==> src/rtl/ifu_fetch_pkg.sv <==
// Shared types, widths and defaults for the instruction fetch unit.
package ifu_fetch_pkg;

  localparam int unsigned DEFAULT_ISA_WIDTH = 32;
  localparam int unsigned INST_WIDTH        = 32;
  localparam int unsigned CNT_WIDTH         = 32;
  localparam logic [31:0] DEFAULT_RESET_PC  = 32'h8000_0000;

  typedef enum logic [2:0] {
    IFU_REQ  = 3'd0,
    IFU_WAIT = 3'd1,
    IFU_HOLD = 3'd2,
    IFU_EXEC = 3'd3,
    IFU_HALT = 3'd4
  } ifu_state_e;

  // Instruction fetches must be word aligned.
  function automatic logic pc_misaligned(input logic [1:0] lsb);
    return lsb != 2'b00;
  endfunction

endpackage

==> src/rtl/ifu_pc_reg.sv <==
// Program counter register: synchronous reset to RESET_PC, load enable,
// and an alignment flag for the PC being offered for load.
module ifu_pc_reg
  import ifu_fetch_pkg::*;
#(
  parameter int unsigned          ISA_WIDTH = DEFAULT_ISA_WIDTH,
  parameter logic [ISA_WIDTH-1:0] RESET_PC  = ISA_WIDTH'(DEFAULT_RESET_PC)
) (
  input  logic                 clk,
  input  logic                 rst,
  input  logic                 load,
  input  logic [ISA_WIDTH-1:0] pc_in,
  output logic [ISA_WIDTH-1:0] pc,
  output logic                 misaligned_c
);

  always_ff @(posedge clk) begin
    if (rst) begin
      pc <= RESET_PC;
    end else if (load) begin
      pc <= pc_in;
    end
  end

  assign misaligned_c = pc_misaligned(pc_in[1:0]);

endmodule

==> src/rtl/ifu_fetch.sv <==
// Instruction fetch unit: holds the PC, issues one imem read per committed PC
// and presents the fetched word to IDU; one fetch outstanding at a time.
module ifu_fetch
  import ifu_fetch_pkg::*;
#(
  parameter int unsigned          ISA_WIDTH = DEFAULT_ISA_WIDTH,
  parameter logic [ISA_WIDTH-1:0] RESET_PC  = ISA_WIDTH'(DEFAULT_RESET_PC)
) (
  input  logic                  clk,
  input  logic                  rst,
  input  logic [ISA_WIDTH-1:0]  pc_in,
  input  logic                  pc_w_en,
  output logic [ISA_WIDTH-1:0]  pc_out,
  output logic                  imem_req_valid,
  input  logic                  imem_req_ready,
  output logic [ISA_WIDTH-1:0]  imem_req_addr,
  input  logic                  imem_rsp_valid,
  input  logic [INST_WIDTH-1:0] imem_rsp_data,
  output logic                  inst_valid,
  input  logic                  inst_ready,
  output logic [INST_WIDTH-1:0] inst,
  output logic                  fetch_err,
  output logic [CNT_WIDTH-1:0]  fetch_cnt
);

  ifu_state_e state;
  logic       pc_load_c;
  logic       pc_bad_c;

  // A commit only counts once the current instruction has been taken by IDU.
  assign pc_load_c = pc_w_en && (((state == IFU_HOLD) && inst_ready) || (state == IFU_EXEC));
  assign imem_req_addr = pc_out;

  ifu_pc_reg #(
    .ISA_WIDTH (ISA_WIDTH),
    .RESET_PC  (RESET_PC)
  ) u_pc_reg (
    .clk          (clk),
    .rst          (rst),
    .load         (pc_load_c),
    .pc_in        (pc_in),
    .pc           (pc_out),
    .misaligned_c (pc_bad_c)
  );

  always_ff @(posedge clk) begin
    if (rst) begin
      state          <= IFU_REQ;
      imem_req_valid <= 1'b0;
      inst_valid     <= 1'b0;
      inst           <= '0;
      fetch_err      <= 1'b0;
      fetch_cnt      <= '0;
    end else begin
      case (state)
        IFU_REQ: begin
          if (imem_req_valid && imem_req_ready) begin
            state          <= IFU_WAIT;
            imem_req_valid <= 1'b0;
          end else begin
            imem_req_valid <= 1'b1;
          end
        end
        IFU_WAIT: begin
          if (imem_rsp_valid) begin
            inst       <= imem_rsp_data;
            inst_valid <= 1'b1;
            state      <= IFU_HOLD;
          end
        end
        IFU_HOLD: begin
          if (inst_ready) begin
            inst_valid <= 1'b0;
            fetch_cnt  <= fetch_cnt + CNT_WIDTH'(1);
            state      <= IFU_EXEC;
          end
        end
        IFU_EXEC: begin
        end
        IFU_HALT: begin
        end
        default: state <= IFU_HALT;
      endcase

      // New PC overrides the HOLD/EXEC successor; a misaligned PC halts fetch for good.
      if (pc_load_c) begin
        if (pc_bad_c) begin
          fetch_err <= 1'b1;
          state     <= IFU_HALT;
        end else begin
          imem_req_valid <= 1'b1;
          state          <= IFU_REQ;
        end
      end
    end
  end

endmodule

==> config.mk <==
export PLATFORM = sky130hd
export DESIGN_NAME = ifu_fetch
export DESIGN_NICKNAME = d
export VERILOG_FILES = /design/src/rtl/ifu_fetch_pkg.sv /design/src/rtl/ifu_pc_reg.sv /design/src/rtl/ifu_fetch.sv
export SDC_FILE = /design/constraint.sdc
export NUM_CORES = 1
export LEC_CHECK = 0
export BUFFER_PORTS_ARGS = -buffer_cell sky130_fd_sc_hd__buf_2
export CAP_MARGIN = 0
export CORE_UTILIZATION = 52
export CTS_BUF_LIST = sky130_fd_sc_hd__clkbuf_4
export DETAILED_ROUTE_END_ITERATION = 10
export MAX_ROUTING_LAYER = met4
export PLACE_DENSITY = 0.88
export SLEW_MARGIN = 30
export SYNTH_ARGS = -nofsm -noshare
export SYNTH_HDL_FRONTEND = slang
export SYNTH_SLANG_ARGS = --single-unit
==> constraint.sdc <==
create_clock -name clk -period 4 [get_ports clk]
set_input_delay 0.6 -clock clk [delete_from_list [all_inputs] [get_ports clk]]
set_output_delay 0.6 -clock clk [all_outputs]
set_load 0.005 [all_outputs]
* Yosys cells after proc, flatten, opt, wreduce, memory -nomap -nowiden
Index checks and enable logic that the tools add are counted.
Operators by class: add/subtract/negate cells 1, equal/unequal tests 10, reduce and logical (&&, ||, !) cells 13, muxes and demuxes 13
Operators by type and width (number):
- $add 32x1->32 const B | 1
- $mux 3 | 5
- $pmux 3 s4 | 1
- $ne 3x3->1 const B | 3
- $eq 3x2->1 const B | 2
- $mux 1 | 6
- $reduce_and 2->1 | 3
- $ne 2x2->1 const B | 2
- $reduce_and 4->1 | 1
- $reduce_bool 2->1 | 2
- $eq 3x1->1 const B | 1
- $eq 3x3->1 const B | 1
- $logic_and 1x1->1 | 3
- $logic_not 3->1 | 1
- $reduce_and 3->1 | 1
- $ne 2x1->1 const B | 1
- $pmux 1 s2 | 1
- $reduce_or 2->1 | 1
- $logic_or 1x1->1 | 1
Word-level totals: word-level logic and storage cells 44, register bits after elaboration 102, input bits 70

* Longest topological paths before layout
Gate-level depths: netlist of run 1.
word-level depth 6, depth in mapped cells 7, gate-level depth less buffers 5

* Hierarchy
From an unflattened synthesis of run 1, not the netlist that was laid out.
Second synthesis, totals: cells, all modules 490, area total of the unflattened synthesis 4320.4 sq um
Modules (own cells, without submodules):
- ifu_fetch | area an instance 3148.0 sq um, times used 1, sequential area each 1401.3 sq um, cells an instance 386
- ifu_pc_reg | area an instance 1172.4 sq um, times used 1, sequential area each 640.6 sq um, cells an instance 104

* Worst setup path before layout of run 1
Ideal clock, no wire load.
path kind input -> register, start point input port inst_ready, end point register state[2], arrival 1.690 ns, buffers on the path 1, path slack 2.195 ns, setup time 0.115 ns, stages 5, cell sequence nor2_1 -> or3b_2 -> clkbuf_1 -> or3_1 -> and2_1
On the way: word-level cells in the longest chain between the ends 5, elaborated cells on any way between the ends 9, those cells by class eq/ne: 4; mux: 1; reduce/logical: 4
Ends and longest elaborated chain:
- start, declared | line ifu_fetch.sv:20 | input logic inst_ready,
- $logic_and 1x1->1 | line ifu_fetch.sv:31 | assign pc_load_c = pc_w_en && (((state == IFU_HOLD) && inst_ready) || (state == IFU_EXEC));
- $logic_or 1x1->1 | line ifu_fetch.sv:31
- $logic_and 1x1->1 | line ifu_fetch.sv:31
- $ne 3x3->1 (no source line) / $ne 2x1->1 (equally long branches)
- $reduce_and 4->1 (no source line)
- end signal, assigned | line ifu_fetch.sv:48 | state <= IFU_REQ;
- end signal, assigned | line ifu_fetch.sv:58 | state <= IFU_WAIT;
- end signal, assigned | line ifu_fetch.sv:68 | state <= IFU_HOLD;
- end, declared | line ifu_fetch.sv:26 | ifu_state_e state;
Several ways; a longest one is shown, not always the timed one. A chain may end at the register's enable or synchronous reset.

* Final worst setup path of run 1
start point register state[0], end point register fetch_cnt[25]
On the way: word-level cells in the longest chain between the ends 2
Ends and longest elaborated chain:
- $eq 3x2->1 | line ifu_fetch.sv:55 | case (state)
- $reduce_and 2->1 (no source line)
- end signal, assigned | line ifu_fetch.sv:74 | fetch_cnt <= fetch_cnt + CNT_WIDTH'(1);
- end, declared | line ifu_fetch.sv:23 | output logic [CNT_WIDTH-1:0] fetch_cnt
Every way passes these cells.

==> qor.yml, run 1 <==
critPathMaxFanout: 21
timing.critical_path.cells: "and4bb_2 > nand4_1 > or4_1 > a21oi_1"
rows: 32
reg2reg_from: "state[0]$_SDFFE_PP0P_"
synth.most_common_cell: "nand2_1"
peakVddDrop_mv: 0.148
setup_viol_count_final: 0
ff2ff_setup_slack_ns: 1.55
cts_tree: "yes"
p_comb_frac: 0.086
synth_nets: 591
met1Wirelength_um: 4310
reg2regPathDepth: 4
dp_slack_ns: 1.36
clock_path_buffers: 2
diodes: 0
ctsHoldBuffers: 0
slowest_stage: "or4_1"
hp-class: "in2reg"
synth_common_cells: "nand2_1 (139), dfxtp_1 (102), a21oi_1 (88)"
grt_max_degree: 104
drc: 0
arrival_ns: 2.80
die_w_um: 92.0
cts_resized: 0
synth_flop_cell: "dfxtp_1"
cts.sinks: 102
swShare: 0.253
finalMaxSlewViolations: 0
design_area_um2: 5150
synth_edf_count: 0
fin_crit_ns: 2.45
core_area_um2: 7770
worst_setup_path_end_kind: "flip-flop"
die_area_um2: 8460
grt_pass1_vias: 3564
async_flop_share: 0
synth_area_per_cell_um2: 8.10
synth_seq_cells: 102
p_int_w: 0.00132
final_nets: 739
antenna_found_initial: 0
area_growth_pct: 22.4
cts-root-buf: "clkbuf_4"
required_ns: 4.35
status: "finished, final reports clean"
yosys.area.top_type: "dfxtp_1"
drive_gt1_frac: 0.331
slew_headroom: 0.497
synth.top_cell.area_share: 0.485
grt-ovfl-total: 0
period_share: 0.613
clk_pin_slew_worst_paths_ns: 0.17
rsz0062_at_grt: "no"
wl_met3_um: 607
grt_pass1_wl_um: 16500
clock_skew_ns: 0.0211
critPathLaunchType: "flip-flop"
cap_viol_max_count: 0
synth_cells: 520
crit_family: "simple AND/OR/NAND/NOR gates"
io_pins: 201
ant_nets: 0
critical_path_class: "reg2reg"
crit_cells: 4
maxUsedRoutingLayer: "met4"
setup_tns_ns: 0
portBuffers: 200
route.met2.wl_um: 5500
wl_per_cell_um: 13.8
share_seq_of_total_power: 0.599
cts_inserted_buffers: 9
num_vias: 4082
clk_latency_ns: 0.43
ys_seq_area_frac: 0.485
wl_um: 10700
first_pass_iters: 5
power_density_nw_per_um2: 343
yosys_warnings: 0
switchingPower_w: 0.000448
critPathBufInv: 0
max_stage_delay_ns: 0.70
setup_ws_ns: 1.55
die_h_um: 92.0
place_congestion: 0.798
synth_area_leaders: "dfxtp_1 (48%), nand2_1 (12%), a21oi_1 (10%)"
p_leak_nw: 2.27
initial_core_util: 0.542
hold_viol_final: 0
hpwlAfterDp_um: 7730
fill_cells: 672
cp-startpoint: "state[0]$_SDFFE_PP0P_"
drtIter0Drc: 161
cts_setup_buffers: 0
pwr-share-clk: 0.315
tightest_slew_ns: 0.755
worst_hold_slack_ns: 0.378
crit_path_end: "fetch_cnt[25]$_SDFFE_PP0N_"
grt_usage: 0.251
vias_per_cell: 5.27
place_area_um2: 5000
r2r_end: "fetch_cnt[25]$_SDFFE_PP0N_"
ys_types: 32
cts_htree_levels: 3
synth_area_um2: 4210
fmaxAchievable_mhz: 408
worstHoldStart: "imem_rsp_data[15]"
[kinds of logic (layout without fill, tap and decap cells)]
family                     after synthesis  after routing  synth area share
and+or+nand+nor                        223            223             0.251
AOI/OAI and AO/OA                      113            113             0.144
DFF                                    102            102             0.485
buffers and inverters                   69            222            0.0909
xor gates and xnor gates                 9              9            0.0187
muxes                                    3              3           0.00743
adders and majority gates                1              1           0.00297
[power groups by stage]
stage	registers, W	logic, W	clock network [W]
6_report	0.00106	0.000151	0.000557
5_1_grt	0.00106	0.000168	0.000615
4_1_cts	0.00106	0.000151	0.000573
3_5_place_dp	0.00108	0.000151	0
3_3_place_gp	0.00108	0.000147	0
2_1_floorplan	0.00108	0.0000785	0
[state kept, by name, summed over array words and instances (netlist names)]
name and count:
u_pc_reg.pc 32, inst_valid 1, fetch_cnt 32, imem_req_valid 1
state 3, inst 32, fetch_err 1
[per-layer routing]
metal,vias to the layer above,global-route usage
met5,-,-
met4,0,0.105
met3,20,0.0580
met2,140,0.430
met1,1884,0.281
li1,2038,-
[per-stage QoR]
| stage | utilization | cells | power (W) |
|---|---|---|---|
| after floorplan | - | 520 | 0.00116 |
| after global placement | 0.643 | 759 | 0.00123 |
| after detailed placement | 0.644 | 759 | 0.00123 |
| after CTS | 0.663 | 775 | 0.00178 |
| after global routing | 0.663 | 775 | 0.00185 |
| final | 0.663 | 775 | 0.00177 |
[final cells by class]
type,instances,area (um^2),area share
Timing Repair Buffer,201,1010,0.197
Multi-Input combinational cell,349,1800,0.349
Clock buffer,10,75.1,0.0146
Sequential cell,102,2040,0.396
Clock inverter,6,76.3,0.0148
Inverter,5,18.8,0.00364
Tap cell,102,128,0.0248
[tightest hold or removal path, stage by stage]
cell     delay [ns]
buf_2          0.09
nand2_1        0.04
a21oi_1        0.05
[cells in the final DEF (no fill, tap or decap), types with 2 or more instances in the layout]
cell type | Yosys | routed
a21oi_1 | 88 | 88
and2_1 | 5 | 5
and4_1 | 9 | 9
buf_2 | 3 | 199
clkbuf_4 | 0 | 10
clkinv_4 | 0 | 2
dfxtp_1 | 102 | 102
inv_1 | 5 | 5
inv_6 | 0 | 2
mux2i_1 | 2 | 2
nand2_1 | 139 | 139
nand2b_1 | 2 | 2
nand3_1 | 10 | 9
nand4_1 | 14 | 14
nor2_1 | 12 | 12
nor2b_1 | 2 | 2
nor3_1 | 2 | 2
o21ai_0 | 9 | 9
o31ai_1 | 15 | 15
or3_1 | 8 | 8
or4_1 | 14 | 14
xnor2_1 | 2 | 2
xor2_1 | 7 | 7
[worst min-delay path by stage]
stage	endpoint	cells past startpoint
global route	inst[4]$_SDFFE_PP0P_	3
floorplan	fetch_err$_SDFFE_PP0P_	2
global placement	fetch_err$_SDFFE_PP0P_	2
finish	inst[15]$_SDFFE_PP0P_	3
detailed placement	inst[3]$_SDFFE_PP0P_	2
CTS	inst[14]$_SDFFE_PP0P_	3
(Power assumes the default switching activity.)
==> run 2, diff against run 1 <==
- CORE_UTILIZATION: 52 -> 43
- PLACE_DENSITY: 0.88 -> 0.78
- clock period: 4 -> 2.2 ns (I/O delays scaled with it)
==> qor.yml, run 2 (synthesis results as in run 1) <==
status: "finished, final reports clean"
p_leak_nw: 2.29  # +0.82%
rows: 35  # +9.4%
cap_viol_max_count: 0  # unchanged
die_area_um2: 10200  # +20%
hp-class: "in2reg"
final_nets: 747  # +1.1%
grt_max_degree: 42  # -60%
finalMaxSlewViolations: 0  # unchanged
antenna_found_initial: 0  # unchanged
cts_resized: 0  # unchanged
initial_core_util: 0.449  # -0.0928
diodes: 0  # unchanged
ctsHoldBuffers: 0  # unchanged
die_h_um: 101  # +9.8%
ff2ff_setup_slack_ns: 0.15  # -1.39 ns
r2r_end: "fetch_cnt[16]$_SDFFE_PP0N_"
critical_path_class: "reg2reg"
worst_hold_slack_ns: 0.113  # -0.266 ns
hpwlAfterDp_um: 8040  # +4.0%
worst_setup_path_end_kind: "flip-flop"
tightest_slew_ns: 0.412  # -0.343 ns
clk_pin_slew_worst_paths_ns: 0.16  # about the same
peakVddDrop_mv: 0.301  # +100%
clk_latency_ns: 0.43  # about the same
place_congestion: 0.811  # +1.6%
cts_inserted_buffers: 9  # unchanged
grt_pass1_vias: 3734  # +4.8%
cts.sinks: 102  # unchanged
reg2regPathDepth: 5  # +1
fmaxAchievable_mhz: 489  # +20%
clock_path_buffers: 2  # unchanged
final_common_cell: "buf_2"
grt_usage: 0.212  # -0.0389
holdPathStages: 3  # unchanged
cts_htree_levels: 3  # unchanged
dp_slack_ns: 0.240  # -1.12 ns
grt_pass1_wl_um: 16800  # +2.1%
clock_skew_ns: 0.0173  # -0.00388 ns
required_ns: 2.55  # -1.80 ns
period_share: 0.930  # +0.317
wl_per_cell_um: 13.6  # -1.5%
critPathLaunchType: "flip-flop"
hold_viol_final: 0  # unchanged
hold_end: "u_pc_reg.pc[11]$_SDFFE_PP0P_"
wl_um: 11000  # +2.7%
drive_gt1_frac: 0.334  # +0.00296
core_area_um2: 9370  # +21%
die_w_um: 101  # +9.8%
layout_common_cells: "buf_2 (199), nand2_1 (139), dfxtp_1 (102), a21oi_1 (88), o31ai_1 (15)"
reg2reg_from: "fetch_cnt[0]$_SDFFE_PP0N_"
slew_headroom: 0.724  # +0.228
num_vias: 4134  # +1.3%
grt-ovfl-total: 0  # unchanged
worstHoldStart: "pc_in[11]"
cts_setup_buffers: 0  # unchanged
drc: 0  # unchanged
fin_crit_ns: 2.05  # -0.407 ns
ant_nets: 0  # unchanged
cts_tree: "yes"
arrival_ns: 2.40  # -0.40 ns
area_growth_pct: 24.1
first_pass_iters: 4  # -1
rsz0062_at_grt: "no"
critPathMaxFanout: 11  # -48%
vias_per_cell: 5.12  # -2.9%
setup_tns_ns: 0  # unchanged
portBuffers: 200  # unchanged
top_regs: "fetch_cnt x32, inst x32, u_pc_reg.pc x32"
drtIter0Drc: 134  # -17%
cts-root-buf: "clkbuf_4"
power_density_nw_per_um2: 600  # +75%
setup_viol_count_final: 0  # unchanged
io_pins: 201  # unchanged
setup_ws_ns: 0.155  # -1.39 ns
-- run 2: area by class of cell --
cell class	count	area [um^2]
well taps	129	161
flip-flops and latches	102	2040
clock buffers	9	67.6
inverters	5	18.8
repair buffers	209	1080
multi-input cells	349	1790
fillers	895	4140
clock inverters	5	61.3
-- run 2: critical path, cell delays in order, from the launching register on --
cell and delay, ns:
dfxtp_1 0.42, ha_1 0.21, and4_1 0.28, nand4_1 0.37, or4_1 0.53, a21oi_1 0.16
-- run 2: per-stage QoR --
step                cells   util  power (W)  area, um^2
CTS                   808  0.558    0.00318        5230
floorplan             520      -    0.00211        4210
global route          808  0.558    0.00329        5230
finish                808  0.558    0.00314        5230
detailed placement    794  0.544    0.00225        5100
global placement      794  0.544    0.00224        5100
-- run 2: how the worst max path moves through the flow --
stage | from | end | slack, ns | depth (start not counted)
floorplan | fetch_cnt[0]$_SDFFE_PP0N_ | fetch_cnt[20]$_SDFFE_PP0N_ | 0.52 | 6
global placement | fetch_cnt[0]$_SDFFE_PP0N_ | fetch_cnt[20]$_SDFFE_PP0N_ | 0.35 | 5
detailed placement | fetch_cnt[0]$_SDFFE_PP0N_ | fetch_cnt[16]$_SDFFE_PP0N_ | 0.24 | 5
CTS | fetch_cnt[0]$_SDFFE_PP0N_ | fetch_cnt[16]$_SDFFE_PP0N_ | 0.19 | 5
global route | fetch_cnt[0]$_SDFFE_PP0N_ | fetch_cnt[18]$_SDFFE_PP0N_ | 0.03 | 5
finish | fetch_cnt[0]$_SDFFE_PP0N_ | fetch_cnt[16]$_SDFFE_PP0N_ | 0.15 | 5
-- run 2: power by group --
group / switching [W] / internal (W) / leakage [nW] / total, W
logic: 0.000155 / 0.000129 / 1.41 / 0.000284
clock network: 0.000589 / 0.000339 / 0.0605 / 0.000928
registers: 0.0000290 / 0.00189 / 0.824 / 0.00192
total: 0.000773 / 0.00236 / 2.29 / 0.00314
-- run 2: routing by layer --
layer  GRT usage  vias up  share of wire
li1            -     2057              -
met1       0.225     1930           0.40
met2       0.393      136           0.52
met3      0.0576       11          0.069
met4      0.0491        0         0.0080
met5           -        -              0
==> run 3, diff against run 2 <==
- ABC_CLOCK_PERIOD_IN_PS: not set -> 1900
- CORE_UTILIZATION: 43 -> 46
- CTS_BUF_LIST: sky130_fd_sc_hd__clkbuf_4 -> not set
- PLACE_DENSITY: 0.78 -> 0.8
- clock period: 2.2 -> 1.9 ns (I/O delays scaled with it)
==> qor.yml, run 3 (synthesis results as in run 1) <==
clk_pin_slew_worst_paths_ns: 0.10  # -0.06 ns
clock_skew_ns: 0.0144  # -0.00289 ns
hold_viol_final: 0  # unchanged
die_area_um2: 9540  # -6.4%
clock_path_buffers: 2  # unchanged
critical_path_class: "reg2reg"
required_ns: 2.18  # -0.37 ns
rows: 34  # -2.9%
final_cells: 801  # -0.87%
antenna_found_initial: 1  # +1
final_nets: 758  # +1.5%
period_share: 0.934  # +0.00410
place_congestion: 0.826  # +1.8%
cap_viol_max_count: 0  # unchanged
grt_pass1_vias: 3830  # +2.6%
cts-root-buf: "clkbuf_8"
rsz0062_at_grt: "no"
p_leak_nw: 2.37  # +3.6%
io_pins: 201  # unchanged
tightest_slew_ns: 0.432  # +0.0198 ns
wl_per_cell_um: 13.9  # +2.6%
drtIter0Drc: 234  # +75%
cts.sinks: 102  # unchanged
initial_core_util: 0.478  # +0.0289
critPathLaunchType: "flip-flop"
drive_gt1_frac: 0.350  # +0.0154
slew_headroom: 0.712  # -0.0124
finalMaxSlewViolations: 0  # unchanged
worst_setup_path_end_kind: "flip-flop"
hpwlAfterDp_um: 8430  # +4.9%
arrival_ns: 2.05  # -0.35 ns
dp.cells: 782  # -1.5%
fin_crit_ns: 1.77  # -0.271 ns
first_pass_iters: 8  # +4
top_regs: "fetch_cnt x32, inst x32, u_pc_reg.pc x32"
grt_max_degree: 42  # unchanged
final_common_cell: "buf_2"
violations: "design-rule violations"
cts_tree: "yes"
peakVddDrop_mv: 0.449  # +49%
critPathMaxFanout: 11  # unchanged
area_growth_pct: 26.8
wl_um: 11100  # +1.7%
vias_per_cell: 5.13  # +0.34%
die_w_um: 97.7  # -3.2%
setup_viol_count_final: 0  # unchanged
cts_inserted_buffers: 9  # unchanged
hp-class: "in2reg"
status: "finished with violations"
num_vias: 4112  # -0.53%
cts_htree_levels: 3  # unchanged
clk_latency_ns: 0.36  # -0.07 ns
grt-ovfl-total: 0  # unchanged
power_density_nw_per_um2: 711  # +19%
core_area_um2: 8810  # -6.0%
place_area_um2: 5140  # +0.81%
grt_usage: 0.236  # +0.0238
ant_nets: 0  # unchanged
drc: 36  # +36
portBuffers: 200  # unchanged
grt_pass1_wl_um: 17700  # +5.2%
design_area_um2: 5340  # +2.1%
layout_common_cells: "buf_2 (199), nand2_1 (139), dfxtp_1 (100), a21oi_1 (88), buf_4 (20)"
total_power_w: 0.00380  # +21%
die_h_um: 97.7  # -3.2%
fmaxAchievable_mhz: 564  # +15%
==> run 3: cell count changes in the layout (fill, tap and decap cells not counted), sizes merged <==
cell	before	now
clkinvlp	3	1
clkbuf	9	11
buf	209	220
bufinv	1	0
clkinv	0	4
diode	0	1
inv	6	5
==> run 3: critical path: stages, from the launching register on <==
cell and delay (ns):
dfxtp_1 0.37, ha_1 0.21, and4_4 0.26, nand4_1 0.11, buf_4 0.19, or4_1 0.39
a21oi_1 0.16
==> run 3: report_power, final <==
group	internal [W]	total (W)	switching, W
clock	0.000514	0.00124	0.000723
combinational	0.000156	0.000340	0.000184
sequential	0.00219	0.00222	0.0000305
==> run 3: area by class of cell <==
| class | instances | area, um^2 |
|---|---|---|
| diodes | 1 | 2.50 |
| multi-input cells | 349 | 1800 |
| clock inverters | 5 | 35.0 |
| well taps | 108 | 135 |
| flip-flops and latches | 102 | 2040 |
| repair buffers | 220 | 1170 |
| fillers | 793 | 3470 |
| inverters | 5 | 18.8 |
| clock buffers | 11 | 141 |
==> run 3: path summary, 6_finish.rpt <==
kind | cells after the start | slack [ns] | from | to
min reg2reg | 2 | 0.45 | fetch_err$_SDFFE_PP0P_ | fetch_err$_SDFFE_PP0P_
max reg2reg | 6 | 0.13 | fetch_cnt[1]$_SDFFE_PP0N_ | fetch_cnt[20]$_SDFFE_PP0N_
min | 3 | 0.15 | imem_rsp_data[0] | inst[0]$_SDFFE_PP0P_
max | 6 | 0.13 | fetch_cnt[1]$_SDFFE_PP0N_ | fetch_cnt[20]$_SDFFE_PP0N_
==> run 3: repair_timing <==
action / 4_1_cts / 5_1_grt
setup endpoints to repair: 5 / 4
gates resized for setup: 0 / 3
setup buffers: 2 / 0
hold buffers: 0 / 0
gates cloned: 0 / 0
pin swaps: 1 / 0
==> run 3: per-stage QoR <==
stage | utilization | TNS (ns) | worst slack [ns] | hold slack, ns
final | 0.606 | 0 | 0.126 | 0.150
after global routing | 0.606 | 0 | 0.000602 | 0.139
after CTS | 0.605 | 0 | 0.0704 | 0.143
after detailed placement | 0.584 | -0.0191 | -0.00764 | 0.442
after global placement | 0.584 | 0 | 0.0866 | 0.433
after floorplan | - | 0 | 0.218 | 0.409
==> run 3: metal layers <==
layer / part of all wire / vias up / global-route usage
met5: 0 / - / -
met3: 0.056 / 25 / 0.0396
met2: 0.52 / 136 / 0.428
met4: 0.028 / 0 / 0.0921
li1: - / 2079 / -
met1: 0.39 / 1872 / 0.257
